### config.mk
export PLATFORM = sky130hd
export DESIGN_NAME = ram_march_bist
export DESIGN_NICKNAME = d
export VERILOG_FILES = /design/src/rtl/ram_march_bist_pkg.sv /design/src/rtl/ram_bist_addr_gen.sv /design/src/rtl/ram_march_bist.sv
export SDC_FILE = /design/constraint.sdc
export NUM_CORES = 1
export LEC_CHECK = 0
export ABC_CLOCK_PERIOD_IN_PS = 3370
export CORE_MARGIN = 3
export CORE_UTILIZATION = 53
export CTS_BUF_LIST = sky130_fd_sc_hd__clkbuf_8
export DETAILED_ROUTE_END_ITERATION = 8
export PLACE_DENSITY = 0.82
export SYNTH_ARGS = -nofsm -noshare
export SYNTH_HDL_FRONTEND = slang
export SYNTH_HIERARCHICAL = 1
export SYNTH_SLANG_ARGS = --single-unit
### constraint.sdc
create_clock -name clk -period 3.37 [get_ports clk]
set_input_delay 0.337 -clock clk [delete_from_list [all_inputs] [get_ports clk]]
set_output_delay 0.337 -clock clk [all_outputs]
set_load 0.02 [all_outputs]
### src/rtl/ram_march_bist_pkg.sv
// Shared definitions for the March C- RAM BIST engine.
// Holds the FSM state type and the per-element tables: address direction,
// which ops the element performs, and which background each op uses
// (background 0 = all-zeros word, background 1 = all-ones word).
package ram_march_bist_pkg;

  typedef enum logic [3:0] {
    S_IDLE,
    S_M0,
    S_M1,
    S_M2,
    S_M3,
    S_M4,
    S_M5,
    S_DRAIN,
    S_DONE
  } state_t;

  // Ascending address order for the element (M3/M4 walk down).
  function automatic logic elem_up(input state_t s);
    case (s)
      S_M3, S_M4: return 1'b0;
      default:    return 1'b1;
    endcase
  endfunction

  function automatic logic elem_has_read(input state_t s);
    case (s)
      S_M1, S_M2, S_M3, S_M4, S_M5: return 1'b1;
      default:                      return 1'b0;
    endcase
  endfunction

  function automatic logic elem_has_write(input state_t s);
    case (s)
      S_M0, S_M1, S_M2, S_M3, S_M4: return 1'b1;
      default:                      return 1'b0;
    endcase
  endfunction

  // Background bit expected by the element's read.
  function automatic logic elem_rd_bg(input state_t s);
    case (s)
      S_M2, S_M4: return 1'b1;
      default:    return 1'b0;
    endcase
  endfunction

  // Background bit written by the element's write.
  function automatic logic elem_wr_bg(input state_t s);
    case (s)
      S_M1, S_M3: return 1'b1;
      default:    return 1'b0;
    endcase
  endfunction

  function automatic state_t next_elem(input state_t s);
    case (s)
      S_M0:    return S_M1;
      S_M1:    return S_M2;
      S_M2:    return S_M3;
      S_M3:    return S_M4;
      S_M4:    return S_M5;
      S_M5:    return S_DRAIN;
      default: return S_IDLE;
    endcase
  endfunction

  // Two-op elements read in phase 0 and write in phase 1.
  function automatic logic op_write(input state_t s, input logic phase);
    return elem_has_write(s) && (!elem_has_read(s) || phase);
  endfunction

  function automatic logic op_read(input state_t s, input logic phase);
    return elem_has_read(s) && (!elem_has_write(s) || !phase);
  endfunction

endpackage

### src/rtl/ram_bist_addr_gen.sv
// Up/down address counter for the march engine.
//  clk, reset : clock, synchronous active-high reset
//  load       : jump to the first address of a new element; latches direction
//  en         : step one address in the latched direction
//  up         : direction for the element being loaded
//  addr       : current address (registered)
//  is_last    : current address is the final one for the latched direction
module ram_bist_addr_gen #(
  parameter int ADDR_W = 10,
  parameter int DEPTH  = 1024
) (
  input  logic              clk,
  input  logic              reset,
  input  logic              load,
  input  logic              en,
  input  logic              up,
  output logic [ADDR_W-1:0] addr,
  output logic              is_last
);

  localparam logic [ADDR_W-1:0] LAST = ADDR_W'(DEPTH - 1);

  logic dir_up;

  always_ff @(posedge clk) begin
    if (reset) begin
      addr   <= '0;
      dir_up <= 1'b1;
    end else if (load) begin
      addr   <= up ? '0 : LAST;
      dir_up <= up;
    end else if (en) begin
      addr   <= dir_up ? addr + 1'b1 : addr - 1'b1;
    end
  end

  always_comb begin
    is_last = dir_up ? (addr == LAST) : (addr == '0);
  end

endmodule

### src/rtl/ram_march_bist.sv
// March C- BIST engine driving a single-port RAM with 1-cycle read latency.
//  clk, reset     : clock, synchronous active-high reset
//  start          : begin test (accepted only in IDLE/DONE)
//  busy / done    : march running / one-cycle completion pulse
//  pass           : no mismatches in the last run (valid after done)
//  err_count      : saturating mismatch count
//  fail_addr/fail_expect/fail_data : capture of the first mismatch
//  ram_address/ram_write/ram_data_in : registered RAM controls
//  ram_data_out   : RAM read data, valid the cycle after a read op
module ram_march_bist
  import ram_march_bist_pkg::*;
#(
  parameter int ADDR_W       = 10,
  parameter int DATA_W       = 8,
  parameter int DEPTH        = 1024,
  parameter int STOP_ON_FAIL = 1
) (
  input  logic              clk,
  input  logic              reset,
  input  logic              start,
  output logic              busy,
  output logic              done,
  output logic              pass,
  output logic [15:0]       err_count,
  output logic [ADDR_W-1:0] fail_addr,
  output logic [DATA_W-1:0] fail_expect,
  output logic [DATA_W-1:0] fail_data,
  output logic [ADDR_W-1:0] ram_address,
  output logic              ram_write,
  output logic [DATA_W-1:0] ram_data_in,
  input  logic [DATA_W-1:0] ram_data_out
);

  state_t            state, state_nxt;
  logic              phase, phase_nxt;
  logic              ag_load, ag_en, ag_up, is_last;
  logic              rd_pend;
  logic [DATA_W-1:0] exp_q;
  logic [ADDR_W-1:0] exp_addr;
  logic              mismatch, abort, start_acc;

  ram_bist_addr_gen #(
    .ADDR_W(ADDR_W),
    .DEPTH (DEPTH)
  ) u_addr_gen (
    .clk    (clk),
    .reset  (reset),
    .load   (ag_load),
    .en     (ag_en),
    .up     (ag_up),
    .addr   (ram_address),
    .is_last(is_last)
  );

  always_comb begin
    state_nxt = state;
    phase_nxt = phase;
    ag_load   = 1'b0;
    ag_en     = 1'b0;
    ag_up     = 1'b1;
    start_acc = 1'b0;
    mismatch  = rd_pend && (ram_data_out != exp_q);
    abort     = mismatch && (STOP_ON_FAIL != 0);
    case (state)
      S_IDLE, S_DONE: begin
        state_nxt = S_IDLE;
        if (start) begin
          start_acc = 1'b1;
          state_nxt = S_M0;
          phase_nxt = 1'b0;
          ag_load   = 1'b1;
          ag_up     = 1'b1;
        end
      end
      S_DRAIN: state_nxt = S_DONE;
      default: begin
        if (elem_has_read(state) && elem_has_write(state) && !phase) begin
          phase_nxt = 1'b1;
        end else begin
          phase_nxt = 1'b0;
          if (is_last) begin
            state_nxt = next_elem(state);
            ag_load   = 1'b1;
            ag_up     = elem_up(next_elem(state));
          end else begin
            ag_en = 1'b1;
          end
        end
      end
    endcase
    if (abort) begin
      state_nxt = S_DONE;
      phase_nxt = 1'b0;
      ag_load   = 1'b0;
      ag_en     = 1'b0;
    end
  end

  always_comb begin
    busy = (state != S_IDLE) && (state != S_DONE);
    done = (state == S_DONE);
  end

  // ram_write/ram_data_in are registered from the next state/phase so they
  // line up with ram_address, which the counter already holds as a register.
  always_ff @(posedge clk) begin
    if (reset) begin
      state       <= S_IDLE;
      phase       <= 1'b0;
      ram_write   <= 1'b0;
      ram_data_in <= '0;
      rd_pend     <= 1'b0;
      exp_q       <= '0;
      exp_addr    <= '0;
      err_count   <= '0;
      fail_addr   <= '0;
      fail_expect <= '0;
      fail_data   <= '0;
      pass        <= 1'b0;
    end else begin
      state       <= state_nxt;
      phase       <= phase_nxt;
      ram_write   <= op_write(state_nxt, phase_nxt);
      ram_data_in <= {DATA_W{elem_wr_bg(state_nxt)}};
      rd_pend     <= op_read(state, phase) && !abort;
      if (op_read(state, phase)) begin
        exp_q    <= {DATA_W{elem_rd_bg(state)}};
        exp_addr <= ram_address;
      end
      if (start_acc) begin
        err_count   <= '0;
        fail_addr   <= '0;
        fail_expect <= '0;
        fail_data   <= '0;
        pass        <= 1'b0;
      end else begin
        if (mismatch) begin
          if (err_count != '1) err_count <= err_count + 16'd1;
          if (err_count == '0) begin
            fail_addr   <= exp_addr;
            fail_expect <= exp_q;
            fail_data   <= ram_data_out;
          end
        end
        if (state_nxt == S_DONE && state != S_DONE) begin
          pass <= (err_count == '0) && !mismatch;
        end
      end
    end
  end

endmodule
======== Word level (Yosys, flattened, before mapping) ========
Index checks and enable logic that the tools add are counted.
storage, ports and cells
  register bits after elaboration ......... 66
  input port bits ......................... 11
  output and inout port bits .............. 64
  logic and storage cells ................. 114
cells by class
  add/sub/neg operators ................... 3
  equality and inequality tests ........... 21
  muxes and demuxes ....................... 44
  reductions and logical operators ........ 32
operators with widths
  operator               number
  $mux 10                4
  $eq 4x3->1 const B     9
  $mux 1                 30
  $mux 4                 6
  $reduce_or 5->1        4
  $pmux 3 s6             1
  $add 16x1->16 const B  1
  $eq 4x2->1 const B     4
  $logic_not 16->1       1
  $ne 16x16->1 const B   1
  $add 10x1->10 const B  1
  $eq 10x10->1 const B   1
  $logic_not 10->1       1
  $reduce_or 2->1        5
  $sub 10x1->10 const B  1
  $logic_and 1x1->1      9
  $eq 4x1->1 const B     2
  $eq 4x4->1 const B     2
  $ne 8x8->1             1
  $pmux 4 s2             1
  $logic_not 1->1        4
  $logic_not 4->1        1
  $ne 4x4->1 const B     1
  $pmux 1 s2             2
  5 further kinds        7

======== Logic depth before layout (Yosys ltp) ========
  word-level depth ........................ 16
  mapped depth ............................ 13
  depth with buffers taken out ............ 11

======== Cells and area by module ========
Netlist, hierarchy kept.
modules (own cells, without submodules)
  module             times used  cells an instance  area an instance (sq um)  seq. area each (sq um)
  ram_march_bist     1           327                2778.9                    1101.1
  ram_bist_addr_gen  1           102                858.3                     220.2

======== Worst setup path after synthesis ========
No wires, ideal clock.
  path kind ............................... input to register
  from .................................... input ram_data_out[3]
  to ...................................... register u_addr_gen.addr[7]
  library setup time ...................... 0.058 ns
  data arrival time ....................... 2.829 ns
  data required time ...................... 3.312 ns
  setup slack ............................. 0.483 ns
  stages on the path ...................... 10
  buffers on the path ..................... 2
  path through ............................ or4_4 o41ai_4 nor2_2 clkbuf_1 nor4_1 buf_2 nor2b_1 nand2b_1 a2111oi_0 or3_1
between the ends
  cells in the longest elaborated chain, start to end .. 4
  elaborated cells on any way between the ends .. 6
  classes of those cells .................. eq/ne (1); mux (3); reduce/logical (2)
RTL lines
  item                                RTL line                 RTL
  start, declared                     ram_march_bist.sv:31     input logic [DATA_W-1:0] ram_data_out
  $ne 8x8->1                          ram_march_bist.sv:62     mismatch = rd_pend && (ram_data_out != exp_q);
  $logic_and 1x1->1                   ram_march_bist.sv:62
  $mux 1                              ram_march_bist.sv:91     if (abort) begin
  via ag_en                           ram_march_bist.sv:36     logic ag_load, ag_en, ag_up, is_last;
  $reduce_bool 2->1 (no source line)  -
  end signal, assigned                ram_bist_addr_gen.sv:30  addr <= up ? '0 : LAST;
  end signal, assigned                ram_bist_addr_gen.sv:33  addr <= dir_up ? addr + 1'b1 : addr - 1'b1;
  end, declared                       ram_bist_addr_gen.sv:17  output logic [ADDR_W-1:0] addr,
The timed path passes the listed nets, and every way through them passes these cells.
A chain may end at the register's enable or synchronous reset.

======== Final worst setup path ========
Ends and elaborated chain as after synthesis.

==> results by group <==
Global route
  • Initial antenna violation count: 0
  • First-pass GRT wire length: roughly 15 mm
  • Largest net degree at the start of global routing: 28
  • GRT Util Overall: 0.245
  • Number of global-route vias before repair: 3,202
  • GRT overflow: 0

Place
  • Placed cell area: around 0.0044 mm^2
  • Port bufs: 74
  • GP Congestion: around 0.9
  • HPWL after DPL: between 6 and 7 mm

Critical path
  • CP cell instances: clkdlybuf4s50_1 -> or4_4 -> o41ai_4 -> nor2_2 -> nor4_1 -> nor2b_1 -> nor2b_1 -> nand3_1 -> a31oi_1 -> or3_1
  • Slowest cell on the critical path: or4_4
  • Worst stage delay on the critical path: approximately 560 ps
  • Crit path DAT: around 3300 ps
  • Critical Path RT: 3660 ps
  • CP startpoint kind: input port
  • CP Max Fanout: 4
  • Crit path capture type: flop
  • WS Path Type: input port to flop
  • Most frequent CP cell: nor2b_1

Die
  • I/O pins: 75
  • Core Area: 0.00649 mm^2
  • Initial Utilization: 0.560
  • Die Wd: around 90 um
  • Die Span Y: 88.8 um
  • # rows: 29
  • Die ar.: about 0.008 mm^2

Logic synthesis
  • Syn Nets: ~450
  • Synth unique cells: between 50 and 60
  • Yosys warns: 6
  • Ranking of synthesized cells by area: dfxtp_1, mux2i_1, nor2_1
  • Register area share after synthesis: 0.363
  • Fraction of registers with async set/reset: 0
  • Synth Area per Inst: 8.48 um^2
  • Yosys top cell area share: 0.363
  • Cells after synthesis: about 430
  • #FFs+latches synth: 66
  • Post-synth EDFFs: 0
  • Post-synth top area cell: dfxtp_1
  • Main synth FF type: dfxtp_1
  • Netlist Area Pre-Place: between 0.003 and 0.004 mm^2

Layout
  • Final net count: around 510
  • Synth-to-layout area growth: 25.9%
  • Filler cells: roughly 520
  • Core Util, Final: 0.705
  • Area of the multi-input gates: between 0.002 and 0.0025 mm^2
  • Design area: about 0.0046 mm^2
  • Share of layout cells above drive strength 1: 0.0732
  • Diode count: 0
  • Sequential cell area: around 0.0013 mm^2

Run status
  • Status: complete, no violations

CTS
  • Clk Latency, worst-skew pair: roughly 340 ps
  • CTS clk-pin slew, worst paths: around 80 ps
  • Clk sinks: 66
  • Cts hold-fix bufs: 0
  • CTS buffer count: 9
  • Worst-case clock buffer depth: 2
  • CTS resizes: 0
  • CTS tree: built
  • Postcts setup bufs: 0
  • CTS root buffer: clkbuf_8
  • H-Tree Depth: 3

Timing
  • Slew @ Worst Pin: around 720 ps
  • Setup violation total in the final timing report: 0
  • Rel. slew slack: 0.515
  • RSZ-0062 raised after global routing: no
  • Period utilisation layout: 0.878
  • Slew Limit Fails: 0
  • Final setup TNS: 0 ps
  • Clock skew: 4.59 ps
  • Max Freq: between 0.3 and 0.4 GHz
  • Final hold vios: 0
  • Final min period: roughly 3000 ps

Route
  • DRT Wirelength: ~9.1 mm
  • DR vias/cell: roughly 6
  • Drt wl/cell: around 16 um
  • Router iterations before antenna repair: 5
  • ANT nets after route: 0
  • DRT iter0 DRCs: 180
  • Drc violations: 0
  • Via count: 3,439

Hold path
  • Tightest Hold Check Type: flop to flop

Power
  • Max VDD drop: approximately 0.00023 V
  • PD cells: a little over 400 mW/mm^2
  • Design Power: about 0.0018 W
  • Pleak: 1.67 nW

Run
  • Max-Cap Viols: 0
[power breakdown]
part | internal, W | switching [W] | total [W]
Clock | 0.000421 | 0.000333 | 0.000754
Sequential | 0.000797 | 0.0000336 | 0.000830
Combinational | 0.000115 | 0.000149 | 0.000264
Total | 0.00133 | 0.000516 | 0.00185
[critical path, delay by kind of cell]
| family | cells | cell delay, ps |
|---|---|---|
| simple gates | 7 | 1960 |
| buf+inv | 1 | 450 |
| compound gates | 2 | 490 |
[final timing paths]
kind                                             from                         endpoint  slack, ps  cells after the start
worst min register to register      pass$_SDFFE_PP0P_                pass$_SDFFE_PP0P_        480                      2
worst max register to register  exp_q[0]$_SDFFE_PP0P_  u_addr_gen/addr[7]$_SDFFE_PP0P_        700                      9
worst max-delay path                  ram_data_out[3]  u_addr_gen/addr[7]$_SDFFE_PP0P_        410                     10
worst min-delay path                pass$_SDFFE_PP0P_                pass$_SDFFE_PP0P_        480                      2
[stage by stage]
| step | instances | hold slack, ps | setup slack, ps |
|---|---|---|---|
| 3_5_place_dp | 553 | 477 | 155 |
| 3_3_place_gp | 553 | 473 | 224 |
| 2_1_floorplan | 429 | 406 | 483 |
| 4_1_cts | 569 | 487 | 469 |
| 6_report | 569 | 485 | 410 |
| 5_1_grt | 569 | 507 | 285 |
[Yosys cell counts, types with 2 or more instances]
cell and instances:
dfxtp_1 66, nor2_1 46, mux2i_1 31, a21oi_1 29
nand3_1 19, clkbuf_1 17, nand2_1 17, buf_4 16
nor3_1 15, o21ai_0 14, inv_1 13, o31ai_1 13
ha_1 10, nand2b_1 9, nand4_1 8, nor4_1 8
o21a_1 7, or4_1 7, or3_1 6, a31oi_1 5
and2_1 4, and3_1 4, buf_2 4, xor2_1 4
a21boi_0 3, a21o_1 3, nor2b_1 3, o31a_1 3
o41ai_1 3, a211o_1 2, a211oi_1 2, a31o_1 2
a41o_1 2, nand3b_1 2, nand4b_1 2, o211ai_1 2
o21ai_1 2, o22ai_1 2, o32ai_1 2, or2_1 2
xnor2_1 2
[layer usage]
layer / part of all wire / wire length (um) / global-route usage
met2: 0.46 / 4240 / 0.379
met5: 0 / 0 / 0
met1: 0.46 / 4220 / 0.338
met4: 0.018 / 161 / 0.102
met3: 0.055 / 503 / 0.0428
[sequential cells by signal, summed over array words and instances, names as in the netlist]
name	count
ram_write	1
ram_data_in	1
phase	1
err_count	16
u_addr_gen/addr	10
state	4
rd_pend	1
fail_data	8
exp_addr	10
fail_expect	1
u_addr_gen/dir_up	1
exp_q	1
pass	1
fail_addr	10
[layout make-up]
class                   count  area share
inverters                  13      0.0107
multi-input cells         312       0.451
flip-flops and latches     66       0.289
repair buffers             85       0.180
well taps                  77      0.0210
clock buffers               9      0.0270
clock inverters             7      0.0221
[cell usage in the layout, fill, tap and decap left out, drive strengths merged, types with 6 or more instances in the layout]
cell,count
nor4,8
mux2i,31
ha,10
o31ai,13
inv,14
nor3,16
or3,6
nand4,8
buf,11
o21ai,16
clkdlybuf4s50,74
a21oi,29
clkbuf,9
dfxtp,66
nor2,47
nand2,17
o21a,7
nand3,19
or4,8
nand2b,9
[cells by family after synthesis]
group | count (synthesis) | share of synthesized area
buffers and inverters | 51 | 0.0705
XOR/XNOR | 6 | 0.0144
multiplexers | 32 | 0.0884
adder cells (fa/ha/maj) | 11 | 0.0399
AND/OR/NAND/NOR | 161 | 0.233
flip-flops | 66 | 0.363
AO/OA/AOI/OAI | 102 | 0.190
Note: power is estimated with default switching activity, not from simulation.
